==> src/rtl/uart_pkg.sv <==
// Shared UART types and helpers, used by both the receiver and the transmitter.
package uart_pkg;

    typedef enum logic [1:0] {
        PAR_NONE,
        PAR_EVEN,
        PAR_ODD
    } parity_e;

    typedef enum logic [2:0] {
        IDLE,
        START,
        DATA,
        PARITY,
        STOP
    } rx_state_e;

    // Sys_clk cycles per oversample tick (integer division, caller keeps it >= 1).
    function automatic int unsigned baud_div(input int unsigned clk_freq,
                                             input int unsigned baud,
                                             input int unsigned os);
        return clk_freq / (baud * os);
    endfunction

endpackage

==> src/rtl/uart_baud_tick.sv <==
// Free-running enable generator: one-cycle tick every DIV sys_clk cycles.
module uart_baud_tick #(
    parameter int unsigned DIV = 1
) (
    input  logic sys_clk,
    input  logic sreset_n,
    input  logic clr,
    output logic tick
);

    localparam int unsigned CW = (DIV > 1) ? $clog2(DIV) : 1;

    logic [CW-1:0] cnt;

    assign tick = (cnt == CW'(DIV - 1));

    always_ff @(posedge sys_clk) begin
        if (!sreset_n || clr || tick) begin
            cnt <= '0;
        end else begin
            cnt <= cnt + 1'b1;
        end
    end

endmodule

==> src/rtl/uart_rx_os.sv <==
// Oversampling UART receiver with parity/stop checking, valid/ready output
// register, sticky overrun, all in the sys_clk domain via a baud-tick enable.
module uart_rx_os
    import uart_pkg::*;
#(
    parameter int unsigned SYS_CLK_FREQ = 1_000_000,
    parameter int unsigned BAUD_RATE    = 9600,
    parameter int unsigned OVERSAMPLE   = 16,
    parameter int unsigned DATA_WIDTH   = 8,
    parameter parity_e     PARITY_MODE  = PAR_NONE,
    parameter int unsigned STOP_BITS    = 1
) (
    input  logic                  sys_clk,
    input  logic                  sreset_n,
    input  logic                  rxd,
    output logic [DATA_WIDTH-1:0] rx_data,
    output logic                  rx_valid,
    input  logic                  rx_ready,
    output logic                  parity_err,
    output logic                  frame_err,
    output logic                  overrun,
    output logic                  busy
);

    localparam int unsigned DIV = baud_div(SYS_CLK_FREQ, BAUD_RATE, OVERSAMPLE);
    localparam int unsigned OSW = $clog2(OVERSAMPLE);
    localparam int unsigned BCW = $clog2(DATA_WIDTH + 1);

    logic rxd_meta, rxd_s, rxd_d;
    logic fall_pend;
    logic tick;
    logic start_go, load, mid_bit;

    rx_state_e             state, state_nxt;
    logic [OSW-1:0]        os_cnt, os_nxt;
    logic [BCW-1:0]        bit_cnt, bit_nxt;
    logic [DATA_WIDTH-1:0] shreg, shreg_nxt;
    logic                  perr_acc, perr_nxt;
    logic                  ferr_acc, ferr_nxt;

    uart_baud_tick #(
        .DIV (DIV)
    ) u_tick (
        .sys_clk  (sys_clk),
        .sreset_n (sreset_n),
        .clr      (start_go),
        .tick     (tick)
    );

    // Only a falling edge seen while idle may start a frame, so a line stuck
    // low (break, or a low stop bit) cannot retrigger reception.
    always_ff @(posedge sys_clk) begin
        if (!sreset_n) begin
            rxd_meta  <= 1'b1;
            rxd_s     <= 1'b1;
            rxd_d     <= 1'b1;
            fall_pend <= 1'b0;
        end else begin
            rxd_meta <= rxd;
            rxd_s    <= rxd_meta;
            rxd_d    <= rxd_s;
            if (state == IDLE && rxd_d && !rxd_s) begin
                fall_pend <= 1'b1;
            end else if (start_go || rxd_s) begin
                fall_pend <= 1'b0;
            end
        end
    end

    always_ff @(posedge sys_clk) begin
        if (!sreset_n) begin
            state    <= IDLE;
            os_cnt   <= '0;
            bit_cnt  <= '0;
            shreg    <= '0;
            perr_acc <= 1'b0;
            ferr_acc <= 1'b0;
        end else begin
            state    <= state_nxt;
            os_cnt   <= os_nxt;
            bit_cnt  <= bit_nxt;
            shreg    <= shreg_nxt;
            perr_acc <= perr_nxt;
            ferr_acc <= ferr_nxt;
        end
    end

    always_comb begin
        state_nxt = state;
        os_nxt    = os_cnt;
        bit_nxt   = bit_cnt;
        shreg_nxt = shreg;
        perr_nxt  = perr_acc;
        ferr_nxt  = ferr_acc;
        start_go  = 1'b0;
        load      = 1'b0;
        mid_bit   = (os_cnt == OSW'(OVERSAMPLE - 1));
        if (tick) begin
            case (state)
                IDLE: begin
                    if (!rxd_s && (fall_pend || rxd_d)) begin
                        state_nxt = START;
                        os_nxt    = '0;
                        bit_nxt   = '0;
                        perr_nxt  = 1'b0;
                        ferr_nxt  = 1'b0;
                        start_go  = 1'b1;
                    end
                end
                START: begin
                    if (os_cnt == OSW'(OVERSAMPLE / 2 - 1)) begin
                        os_nxt    = '0;
                        state_nxt = rxd_s ? IDLE : DATA;
                    end else begin
                        os_nxt = os_cnt + 1'b1;
                    end
                end
                DATA: begin
                    if (mid_bit) begin
                        os_nxt    = '0;
                        shreg_nxt = {rxd_s, shreg[DATA_WIDTH-1:1]};
                        if (bit_cnt == BCW'(DATA_WIDTH - 1)) begin
                            bit_nxt   = '0;
                            state_nxt = (PARITY_MODE == PAR_NONE) ? STOP : PARITY;
                        end else begin
                            bit_nxt = bit_cnt + 1'b1;
                        end
                    end else begin
                        os_nxt = os_cnt + 1'b1;
                    end
                end
                PARITY: begin
                    if (mid_bit) begin
                        os_nxt    = '0;
                        perr_nxt  = ((^shreg) ^ rxd_s) != (PARITY_MODE == PAR_ODD);
                        state_nxt = STOP;
                    end else begin
                        os_nxt = os_cnt + 1'b1;
                    end
                end
                STOP: begin
                    if (mid_bit) begin
                        os_nxt   = '0;
                        ferr_nxt = ferr_acc | ~rxd_s;
                        if (bit_cnt == BCW'(STOP_BITS - 1)) begin
                            bit_nxt   = '0;
                            load      = 1'b1;
                            state_nxt = IDLE;
                        end else begin
                            bit_nxt = bit_cnt + 1'b1;
                        end
                    end else begin
                        os_nxt = os_cnt + 1'b1;
                    end
                end
                default: state_nxt = IDLE;
            endcase
        end
    end

    assign busy = (state != IDLE);

    // A load with no room drops the new word; a same-cycle handshake makes room.
    always_ff @(posedge sys_clk) begin
        if (!sreset_n) begin
            rx_data    <= '0;
            rx_valid   <= 1'b0;
            parity_err <= 1'b0;
            frame_err  <= 1'b0;
            overrun    <= 1'b0;
        end else begin
            if (load && (!rx_valid || rx_ready)) begin
                rx_data    <= shreg;
                parity_err <= perr_acc;
                frame_err  <= ferr_nxt;
                rx_valid   <= 1'b1;
            end else begin
                if (load) begin
                    overrun <= 1'b1;
                end
                if (rx_valid && rx_ready) begin
                    rx_valid <= 1'b0;
                end
            end
        end
    end

endmodule

==> config.mk <==
export PLATFORM = sky130hd
export DESIGN_NAME = uart_rx_os
export DESIGN_NICKNAME = d
export VERILOG_FILES = /design/src/rtl/uart_pkg.sv /design/src/rtl/uart_baud_tick.sv /design/src/rtl/uart_rx_os.sv
export SDC_FILE = /design/constraint.sdc
export NUM_CORES = 1
export LEC_CHECK = 0
export BUFFER_PORTS_ARGS = -buffer_cell sky130_fd_sc_hd__clkbuf_2
export CAP_MARGIN = 25
export CORE_UTILIZATION = 63
export DETAILED_ROUTE_END_ITERATION = 8
export GPL_TIMING_DRIVEN = 0
export PLACE_DENSITY = 0.84
export SLEW_MARGIN = 20
export SYNTH_ARGS = -nofsm -noshare
export SYNTH_HDL_FRONTEND = slang
export SYNTH_SLANG_ARGS = --single-unit
export TNS_END_PERCENT = 20
==> constraint.sdc <==
create_clock -name sys_clk -period 4 [get_ports sys_clk]
set_clock_uncertainty 0.1 [all_clocks]
set_input_delay 0.4 -clock sys_clk [delete_from_list [all_inputs] [get_ports sys_clk]]
set_output_delay 0.4 -clock sys_clk [all_outputs]
set_load 0.01 [all_outputs]
==> metrics <==
crit path max fanout 10; grt ovf 0; num ports 17; Synth-to-Final Area Change 8.67%; CP max-delay cell or4_4; vias in the first global route 1361; FMAX 455 MHz; crit path launch type flop; Slew Limit Fails 0; total CTS buffers 5; TNS Setup 0 ns; P_leak 0.000791 uW; Buf/Inv on CP 2; Placed Cells 248; Commonest cells post-synth 40 x dfxtp_1, 22 x mux2i_1, 20 x nor2b_1; DR WL/cell 13.9 um; chip width 57.6 um; Post-CTS Resized 0; GR Util All Layers 24.2%; CTS max path bufs 2; antenna violations before repair 0; Starting Density 68.3%; pin count of the biggest net entering global routing 13; DP Wirelength 2580 um; RSZ-0062 raised after global routing false; Yosys top cell area share 41.1%; EDFF count, synth 0; max capacitance violation total 0; H-tree depth 2; DRC 0; Final Cycle Share 54.9%; clock-pin slew on the worst setup and hold paths 0.11 ns; delay-heaviest family, CP simple AND/OR/NAND/NOR gates; Syn Nets 210; Setup Fix Bufs, Post-CTS 0; Cell Area, Placed 2070 um2; Seq cells post-synth 40; status finished, final reports clean; clk_lat worst skew 0.36 ns; crit path kind flop to flop; Most used DFF post-synth dfxtp_1; Worst-Margin Slew 0.497 ns; dominant cells by area after synthesis dfxtp_1 41%, mux2i_1 11%, nor2b_1 6.4%, nand2_1 3.3%, ha_1 3.2%; Distinct cells, synth 45; Crit. End Element flop; minimum clock period 2.20 ns; post-synthesis sequential area ratio 41.1%; Post-Syn Instances 201; Mapped Avg Cell Area 9.69 um2; TritonCTS clock tree built; FFs w/ async S/R, synth 0%; core area 2850 um2; DRT Wirelength 3540 um; maximum VDD drop 0.000218 V; non-filler instance count after layout 255; delay of the slowest critical-path stage 0.45 ns; CTS sink cnt 40; cts hold-fix bufs 0; global-route wire length before repair 5950 um; Final nets 233; Routability Congestion 0.868; Port-buffer cells 16; Required @ worst endpoint 4.16 ns; Routed Antenna Nets 0; Setup violations, final 0; via count 1497; vias per cell 5.87; worst-path cell chain inv_1 > ha_1 > or3b_1 > or4_4 > nor2b_2 > buf_6 > mux2i_1 > nor2b_1; most frequent cell after synthesis dfxtp_1; Synth area leader dfxtp_1; post-synthesis cell area 1950 um2; PD cells 298 nW/um2; fin area 2120 um2; die area 3320 um2; HP Class input pin to flop; YS warnings 0; number of detailed-route iterations in the first pass 7; Die H 57.6 um; clk root buf clkbuf_4; Layout Utilization 74.2%; worst path arrival time 2.36 ns; row count 19; fill count 228; initial DRC count 83; Fin. Hold Viols 0; Max-slew headroom 66.6%; layout cells sized above 1 15.2%; # diodes 0
worst paths after layout:
kind / start / end / slack, ns / cells after the start
setup / recovery: bit_cnt[0] / rx_data[5] / 1.80 / 8
hold / removal: rxd / rxd_meta / 0.12 / 2
setup reg to reg: bit_cnt[0] / rx_data[5] / 1.80 / 8
hold reg to reg: rxd_meta / rxd_s / 0.33 / 1
flip-flops by register name, summed over array words and instances (netlist names):
signal      count
rxd_s           1
fall_pend       1
rx_valid        1
rxd_meta        1
os_cnt          4
perr_acc        1
parity_err      1
frame_err       1
rx_data         8
bit_cnt         4
rxd_d           1
u_tick.cnt      3
ferr_acc        1
shreg           8
state           3
overrun         1
area by class of cell:
cell class	instances	area, um2	share of cell area, %
plain buffers	10	93.8	4.43
clock inverters	2	12.5	0.591
multi-input cells	145	1030	48.7
clock buffers	5	37.5	1.77
well taps	31	38.8	1.83
inverters	6	22.5	1.06
flip-flops and latches	40	801	37.8
repair buffers	16	80.1	3.78
power by group:
group          leakage (uW)  internal (uW)  switching (uW)  total (uW)
clock             0.0000271           64.0             132         196
sequential         0.000323            402            3.02         405
combinational      0.000441           16.0            13.9        29.8
routing by layer:
metal	GRT usage (%)	up-vias	wire length, um
met2	38.7	41	1700
met5	0	-	0
met4	10.5	0	59
met1	30.9	709	1630
met3	6.70	7	140
li1	-	740	-
cells in the final DEF (no fill, tap or decap), types with 2 or more instances in the layout:
| cell | netlist | layout |
|---|---|---|
| a21oi_1 | 2 | 2 |
| dfxtp_1 | 40 | 40 |
| or3_1 | 2 | 2 |
| xor2_1 | 2 | 2 |
| clkbuf_2 | 0 | 16 |
| nor2b_1 | 20 | 20 |
| nand2_1 | 17 | 17 |
| nand3_1 | 5 | 5 |
| buf_6 | 2 | 2 |
| nor2_1 | 9 | 9 |
| clkbuf_1 | 4 | 4 |
| a22oi_1 | 2 | 2 |
| nand2b_1 | 4 | 4 |
| o21ai_0 | 8 | 8 |
| a21boi_0 | 7 | 7 |
| buf_2 | 2 | 2 |
| clkbuf_4 | 0 | 5 |
| ha_1 | 5 | 5 |
| nand4b_1 | 2 | 2 |
| inv_1 | 6 | 6 |
| a31oi_1 | 3 | 3 |
| and2_1 | 2 | 2 |
| nor3_1 | 5 | 5 |
| or3b_1 | 2 | 2 |
| mux2i_1 | 22 | 22 |
| xnor2_1 | 5 | 5 |
| nor3b_1 | 3 | 3 |
metrics by stage:
| stage | setup slack [ns] | hold WS, ns | power [uW] |
|---|---|---|---|
| detailed placement | 1.82 | 0.307 | 444 |
| CTS | 1.81 | 0.116 | 635 |
| global placement | 1.87 | 0.298 | 442 |
| floorplan | 1.98 | 0.286 | 436 |
| finish | 1.80 | 0.124 | 631 |
| global route | 1.65 | 0.108 | 650 |
worst reg2reg max path, cell delays in order (launching register included):
cell and delay (ns):
dfxtp_1 0.37, inv_1 0.07, ha_1 0.15, or3b_1 0.39
or4_4 0.45, nor2b_2 0.14, buf_6 0.18, mux2i_1 0.21
nor2b_1 0.06
kinds of logic after synthesis:
family          Yosys count  synth area share [%]
xor+xnor                  8                  4.30
buf+inv                  16                  5.97
flops                    40                  41.1
compound gates           30                  10.5
fa+ha+maj                 5                  3.21
simple gates             80                  23.6
mux                      22                  11.3
(Power assumes the default switching activity.)
